<file path="src/rtl/fetch_queue_pkg.sv">
// Shared types for the instruction fetch queue: the fetch exception
// triple and the 67-bit entry stored per queue slot.
package fetch_queue_pkg;

  // Fetch exception flags, MSB first: {AdEL, TLBRefill, TLBInvalid}.
  typedef struct packed {
    logic adel;
    logic tlb_refill;
    logic tlb_invalid;
  } FetchExceptType;

  // One buffered fetch result.
  typedef struct packed {
    logic [31:0]    pc;
    logic [31:0]    instr;
    FetchExceptType exc;
  } fq_entry_t;

  localparam int FQ_ENTRY_W = $bits(fq_entry_t);

endpackage

</file>
<file path="src/rtl/fetch_queue_ram.sv">
// DEPTH x 67-bit storage for the fetch queue: one synchronous write
// port and one asynchronous read port. No reset; contents are only
// meaningful where the owning queue says an entry is valid.
module fetch_queue_ram
  import fetch_queue_pkg::*;
#(
  parameter int DEPTH = 4,
  parameter int AW    = $clog2(DEPTH)
) (
  input  logic          clk,
  input  logic          wr_en,
  input  logic [AW-1:0] wr_addr,
  input  fq_entry_t     wr_data,
  input  logic [AW-1:0] rd_addr,
  output fq_entry_t     rd_data
);

  fq_entry_t mem [DEPTH];

  // Write the pushed entry into its slot.
  always_ff @(posedge clk) begin
    if (wr_en) begin
      mem[wr_addr] <= wr_data;
    end
  end

  assign rd_data = mem[rd_addr];

endmodule

</file>
<file path="src/rtl/fetch_queue.sv">
// Instruction fetch queue between the I-cache response path and IF/ID.
//
// Handshake: PreIF may assert Icache_Req only in a cycle where Req_Ready
// is 1; each accepted request reserves one queue slot until its response
// returns, so a non-dropped response always finds space. Icache_Valid is
// a one-cycle response strobe with no back-pressure. ID_Wr pops the head
// when IF_Valid is 1 and is ignored when the queue is empty. IF_Flush
// empties the queue and arms a drop counter so responses of the old
// stream still in flight are discarded when they arrive.
module fetch_queue
  import fetch_queue_pkg::*;
#(
  parameter int DEPTH           = 4,
  parameter int MAX_OUTSTANDING = 2
) (
  input  logic           clk,
  input  logic           rst,
  input  logic           IF_Flush,
  input  logic           Icache_Req,
  output logic           Req_Ready,
  input  logic           Icache_Valid,
  input  logic [31:0]    Icache_PC,
  input  logic [31:0]    Icache_Instr,
  input  FetchExceptType Icache_ExceptType,
  input  logic           ID_Wr,
  output logic           IF_Valid,
  output logic [31:0]    IF_PC,
  output logic [31:0]    IF_Instr,
  output FetchExceptType IF_ExceptType,
  output logic           Buf_Overflow
);

  localparam int PTR_W = $clog2(DEPTH);
  localparam int CNT_W = $clog2(DEPTH + 1);
  localparam int OUT_W = $clog2(MAX_OUTSTANDING + 1);

  logic [PTR_W-1:0] head, tail;
  logic [CNT_W-1:0] count;
  logic [OUT_W-1:0] out_cnt, drop_cnt;
  logic             overflow_q;

  logic      empty, full, pop, accept, push, overflow_next;
  fq_entry_t wr_data, rd_data;

  assign empty  = (count == '0);
  assign full   = (count == CNT_W'(DEPTH));
  // Flush takes priority over both pop and push.
  assign pop    = ID_Wr && !empty && !IF_Flush;
  // A response is a candidate for the queue unless it belongs to the old stream.
  assign accept = Icache_Valid && !IF_Flush && (drop_cnt == '0);
  // A full queue can still take a push when the head leaves the same cycle.
  assign push   = accept && (!full || pop);
  assign overflow_next = accept && full && !pop;

  assign Req_Ready = (32'(out_cnt) < MAX_OUTSTANDING) &&
                     ((32'(out_cnt) + 32'(count)) < DEPTH);

  assign wr_data = '{pc: Icache_PC, instr: Icache_Instr, exc: Icache_ExceptType};

  fetch_queue_ram #(.DEPTH(DEPTH)) u_ram (
    .clk     (clk),
    .wr_en   (push),
    .wr_addr (tail),
    .wr_data (wr_data),
    .rd_addr (head),
    .rd_data (rd_data)
  );

  // Queue pointers and occupancy; flush empties the queue outright.
  always_ff @(posedge clk or posedge rst) begin
    if (rst) begin
      head  <= '0;
      tail  <= '0;
      count <= '0;
    end else if (IF_Flush) begin
      head  <= '0;
      tail  <= '0;
      count <= '0;
    end else begin
      if (pop)  head <= head + 1'b1;
      if (push) tail <= tail + 1'b1;
      if (push && !pop)      count <= count + 1'b1;
      else if (pop && !push) count <= count - 1'b1;
    end
  end

  // In-flight request tracking and old-stream drop accounting.
  // Decrements clamp at zero so a stray response cannot wrap the counters.
  always_ff @(posedge clk or posedge rst) begin
    if (rst) begin
      out_cnt  <= '0;
      drop_cnt <= '0;
    end else begin
      if (Icache_Req && !Icache_Valid) begin
        out_cnt <= out_cnt + 1'b1;
      end else if (!Icache_Req && Icache_Valid && (out_cnt != '0)) begin
        out_cnt <= out_cnt - 1'b1;
      end

      if (IF_Flush) begin
        // Everything outstanding now belongs to the old stream, except a
        // response arriving this very cycle, which is discarded directly.
        drop_cnt <= (Icache_Valid && (out_cnt != '0)) ? out_cnt - 1'b1 : out_cnt;
      end else if (Icache_Valid && (drop_cnt != '0)) begin
        drop_cnt <= drop_cnt - 1'b1;
      end
    end
  end

  // Registered overflow pulse, one cycle after the offending response.
  always_ff @(posedge clk or posedge rst) begin
    if (rst) overflow_q <= 1'b0;
    else     overflow_q <= overflow_next;
  end

  assign Buf_Overflow = overflow_q;

  // Present the head entry, or zero/nop when the queue is empty.
  always_comb begin
    IF_Valid      = !empty;
    IF_PC         = 32'h0;
    IF_Instr      = 32'h0;
    IF_ExceptType = '0;
    if (!empty) begin
      IF_PC         = rd_data.pc;
      IF_Instr      = rd_data.instr;
      IF_ExceptType = rd_data.exc;
    end
  end

endmodule

</file>
<file path="config.mk">
export PLATFORM = sky130hd
export DESIGN_NAME = fetch_queue
export DESIGN_NICKNAME = d
export VERILOG_FILES = /design/src/rtl/fetch_queue_pkg.sv /design/src/rtl/fetch_queue_ram.sv /design/src/rtl/fetch_queue.sv
export SDC_FILE = /design/constraint.sdc
export NUM_CORES = 1
export LEC_CHECK = 0
export ABC_CLOCK_PERIOD_IN_PS = 4700
export CAP_MARGIN = 20
export CORE_MARGIN = 3
export CORE_UTILIZATION = 38
export CTS_BUF_LIST = sky130_fd_sc_hd__clkbuf_4
export CTS_CLUSTER_SIZE = 25
export DETAILED_ROUTE_END_ITERATION = 8
export RECOVER_POWER = 100
export SLEW_MARGIN = 40
export SYNTH_ARGS = -nofsm -noshare
export SYNTH_HDL_FRONTEND = slang
export SYNTH_SLANG_ARGS = --single-unit
</file>
<file path="constraint.sdc">
create_clock -name clk -period 4.7 [get_ports clk]
set_input_delay 0.705 -clock clk [delete_from_list [all_inputs] [get_ports clk]]
set_output_delay 0.705 -clock clk [all_outputs]
set_load 0.03 [all_outputs]
</file>
# [Word level (Yosys, flattened, before mapping)]
# Memory sizes are Yosys's and may differ from the RTL's.
# Cells that the tools add are included.
[word_totals] inputBits=73 wordCells=67 ff_bits=12 mem_count=1 output_inout_bits=70 ramBits=268
[memory_table] name="u_ram.mem" words=4 width=67 rd=1 rd_clocked_by_memory_dff=0 write_ports=1 line_no="fetch_queue_ram.sv:18" source="fq_entry_t mem [DEPTH];"
[op_classes] n_reduce_logical=32 muxes=17 addsub=8 n_eq_ne=1 n_lt_le_gt_ge=2
[ops] cell="two-way mux 32 bit" n=2
[ops] cell="two-way mux 2 bit" n=9
[ops] cell="logical AND 1 bit" n=15
[ops] cell="two-way mux 3 bit" n=4
[ops] cell="nonzero test 2 bit" n=6
[ops] cell="logical NOT 1 bit" n=7
[ops] cell="adder 2 x 1 -> 2 bit, second input constant" n=3
[ops] cell="adder 2 x 3 -> 4 bit" n=1
[ops] cell="< comparator 4 x 3 -> 1 bit, second input constant" n=1
[ops] cell="subtractor 2 x 1 -> 2 bit, second input constant" n=2
[ops] cell="adder 3 x 1 -> 3 bit, second input constant" n=1
[ops] cell="equality test 3 bit, second input constant" n=1
[ops] cell="logical NOT 3 bit" n=1
[ops] cell="nonzero test 3 bit" n=1
[ops] cell="subtractor 3 x 1 -> 3 bit, second input constant" n=1
[ops] cell="logical NOT 2 bit" n=1
[ops] cell="< comparator 2 bit, second input constant" n=1
[ops] cell="two-way mux 1 bit" n=2
[ops] cell="logical OR 1 bit" n=1

# [Longest topological paths before layout]
[depth] depth_word=11 depth_mapped=9

# [Hierarchy]
# From an unflattened synthesis, not the netlist that was laid out.
[hier_totals] cells_unflattened=515 area_unflattened_um2=11078.1
[by_module_without_submodules] mod="fetch_queue_ram" cells_per_inst=354 area_each_um2=9733.1 instances=1 seq_area_each_um2=8047.7
[by_module_without_submodules] mod="fetch_queue" cells_per_inst=161 area_each_um2=1345.0 instances=1 seq_area_each_um2=300.3

# [Least setup slack after synthesis]
# No wires, ideal clock.
[synth_path] kind="in2reg" start="in Icache_Valid" end="mem u_ram.mem[0][0] (netlist bit) (enable)" slack_ps=1336 cell_stages=4 arrival_ps=2932 cell_sequence="buf_2 nand2_1 nor3_1 and2_1"
[synth_via] elab_chain_len=5
[synth_rtl] element="start: declaration" line_no="fetch_queue.sv:21" source="input logic Icache_Valid,"
[synth_rtl] element="logical AND 1 bit (2 in series)" line_no="fetch_queue.sv:50" source="assign accept = Icache_Valid && !IF_Flush && (drop_cnt == '0);"
[synth_rtl] element="logical AND 1 bit" line_no="fetch_queue.sv:52" source="assign push = accept && (!full || pop);"
[synth_rtl] element="two-way mux 1 bit" line_no="fetch_queue_ram.sv:22" source="if (wr_en) begin"
[synth_rtl] element="two-way mux 1 bit (implied by the code)" line_no="fetch_queue_ram.sv:23" source="mem[wr_addr] <= wr_data;"
[synth_rtl] element="end: declaration" line_no="fetch_queue_ram.sv:18"
# Every way passes these cells.

# [Worst setup path after layout]
[layout_path] start="reg count[1]" end="out IF_Instr[12]"
[layout_via] elab_chain_len=2
[layout_rtl] element="start: declaration" line_no="fetch_queue.sv:38" source="logic [CNT_W-1:0] count;"
[layout_rtl] element="start signal: assignment" line_no="fetch_queue.sv:82" source="if (push && !pop) count <= count + 1'b1;"
[layout_rtl] element="start signal: assignment" line_no="fetch_queue.sv:83" source="else if (pop && !push) count <= count - 1'b1;"
[layout_rtl] element="logical NOT 3 bit" line_no="fetch_queue.sv:45" source="assign empty = (count == '0);"
[layout_rtl] element="two-way mux 32 bit" line_no="fetch_queue.sv:124" source="if (!empty) begin"
[layout_rtl] element="end: declaration" line_no="fetch_queue.sv:28" source="output logic [31:0] IF_Instr,"
# Every way passes these cells.

==> metrics.yaml <==
route:
  top_layer: "met5"
  vias: 5627
  wl_met2_um: 11000
  drcViolationCount: 0
  wl_met3_um: 1300
  wl_met1_um: 9350
  avgViaCountPerCell: 4.93
  ant_nets: 0
  routed_wl_um: 22100
  drt_iter0_markers: 296
  dr.pass1.iters: 4
  wl_per_cell_um: 19.4
critical_path:
  worstPathRequired_ps: 3990
  end_kind: "primary output"
  cp_slowest_cell: "or3_2"
  arrival_ps: 3310
  path_class: "reg -> out"
  critPathCapture: "IF_Instr[12]"
  critPathLaunch: "count[1]$_DFFE_PP0P_"
  reg2reg_slack_ps: 920
  r2r_start: "drop_cnt[0]$_DFFE_PP0P_"
  reg2regPathDepth: 6
  cp_slowest_stage_delay_ps: 1020
  cp_cell_sequence: "or3_2 -> and2_1 -> dlygate4sd3_1"
  start_kind: "register"
  cp_max_fo: 68
  r2r-end: "u_ram.mem[0][12]$_DFFE_PP_"
final_layout:
  layout_common_cells: "edfxtp_1, dlygate4sd3_1, clkbuf_4, and2_1, mux4_2"
  fin_util_pct: 48.8
  nFillCells: 2386
  final_common_cell: "edfxtp_1"
  syn2layout_area_growth_pct: 24.9
  drive_above_1_share_pct: 24.8
  seq_area_um2: 8360
  multi_input_area_um2: 2470
  nNetsFinal: 800
grt:
  gr-total-overflow: 0
  grt_usage_pct: 14.4
  grt_pass1_wl_um: 34300
  grt_pass1_vias: 6222
  grt_max_degree: 69
  antenna_found_initial: 4
synthesis:
  synthCells: 524
  async_flop_share_pct: 4.29
  ys_ff_latch: 280
  ys.flop_type: "edfxtp_1"
  synth_nets: 605
  yosysSeqAreaShare_pct: 75.6
  syn_area_per_cell_um2: 21.1
  syn_area_um2: 11000
  ys_warn_count: 0
  ys_types: 47
  synth_edf_count: 268
timing:
  hold_viol_final: 0
  rsz0062_at_grt: "false"
  setup_viol_count_final: 0
  layout_worst_path_cycle_share_pct: 85.4
  drv_slew: 118
  fin_ws_ps: 685
  final.min_clock_period_ps: 4010
  tns_ps: 0
  tightest_slew_ps: 2230
  fin_hold_ws_ps: 518
  fmax_mhz: 249
  timing.slew.headroom_pct: -48.5
  finClkSkew_ps: 39.5
power:
  p_leak_nw: 4.68
  irDropWorstVdd_v: 0.000511
  powerDensity_nw_per_um2: 544
outcome:
  failed_checks: "capacitance limit, slew limit"
  status: "complete, but fails checks"
clock_network:
  cts_resized: 0
  post-cts-setup-buffers: 0
  cts_tree: "done"
  clock_path_buffers: 3
  postCtsHoldBufs: 0
  clk_latency_ps: 650
  ctsRootBufferMaster: "clkbuf_4"
  clock-sinks: 280
  htreeDepth: 3
  cts_buffers: 72
  clkSlewWorstSetupHoldPaths_ps: 60
worst_hold_path:
  hp-class: "in -> async"
placement:
  dp_hpwl_um: 13100
  dp_slack_ps: 1260
  gp_congestion: 0.697
  io_buffers: 142
die:
  num_io_pins: 143
  rows: 61
  die-area_um2: 31100
  core_um2: 28200
  die_h_um: 176
  start_util_pct: 39.1
  die_x_um: 176
flow_run:
  drv_cap: 3
state kept, by name (all words and copies together) (netlist names):
signal / count
Buf_Overflow: 1
out_cnt: 2
u_ram.mem: 268
count: 3
tail: 2
drop_cnt: 2
head: 2
per-stage QoR:
| step | area, um^2 | total power, W | std cells |
|---|---|---|---|
| CTS | 13800 | 0.00780 | 1139 |
| finish | 13800 | 0.00750 | 1141 |
| detailed placement | 12900 | 0.00576 | 1023 |
| global route | 13800 | 0.00791 | 1141 |
| floorplan | 11000 | 0.00474 | 524 |
| global placement | 12900 | 0.00569 | 1021 |
synthesized netlist by cell type, types with 3 or more instances:
| cell | number | area share, % |
|---|---|---|
| a21oi_1 | 4 | 0.18 |
| edfxtp_1 | 268 | 73 |
| dfrtp_1 | 12 | 2.7 |
| inv_1 | 10 | 0.34 |
| ha_1 | 7 | 0.79 |
| buf_2 | 11 | 0.50 |
| nor2b_1 | 3 | 0.17 |
| mux4_2 | 67 | 14 |
| o21ai_0 | 3 | 0.14 |
| nor2_1 | 6 | 0.20 |
| xnor2_1 | 4 | 0.32 |
| clkbuf_1 | 14 | 0.48 |
| mux2i_1 | 4 | 0.36 |
| and2_1 | 72 | 4.1 |
metal layers:
layer,GRT usage (%),up-vias
met1,18.6,2859
met4,5.07,4
met5,0,-
li1,-,2543
met3,4.15,36
met2,23.5,185
critical path: cells and delay by family, from the launching register on:
| kind | cells | cell delay (ps) |
|---|---|---|
| flip-flops | 1 | 550 |
| AND/OR/NAND/NOR | 2 | 1320 |
| buffers and inverters | 1 | 780 |
where the power goes:
part	internal [W]	switching [W]	total, W
clock network	0.00110	0.000906	0.00201
logic	0.00111	0.00142	0.00253
registers	0.00285	0.000114	0.00296
logic make-up after synthesis:
family	count (synthesis)	synth area share [%]
buf+inv	40	1.89
mux	73	14.2
fa+ha+maj	8	0.975
xor+xnor	6	0.476
simple gates	97	5.46
compound gates	20	1.32
flops	280	75.6
worst min path at each step:
stage                                  startpoint                      end  slack [ps]  depth (start not counted)
after floorplan           drop_cnt[0]$_DFFE_PP0P_  drop_cnt[0]$_DFFE_PP0P_         540                          2
after global placement    drop_cnt[0]$_DFFE_PP0P_  drop_cnt[0]$_DFFE_PP0P_         560                          2
after detailed placement  drop_cnt[0]$_DFFE_PP0P_  drop_cnt[0]$_DFFE_PP0P_         580                          2
after CTS                                     rst   out_cnt[1]$_DFFE_PP0P_         340                          2
after global routing                          rst   out_cnt[0]$_DFFE_PP0P_         520                          2
final                                         rst   out_cnt[1]$_DFFE_PP0P_         520                          2
final cells by class:
| class | count | area share, % |
|---|---|---|
| clock buffer | 102 | 5.56 |
| tap | 378 | 3.43 |
| sequential | 280 | 60.6 |
| timing repair buffer | 151 | 11.4 |
| inverter | 10 | 0.272 |
| multi-input combinational | 204 | 17.9 |
| antenna | 2 | 0.0363 |
| clock inverter | 14 | 0.790 |
Power figures use the tool's default switching activity.
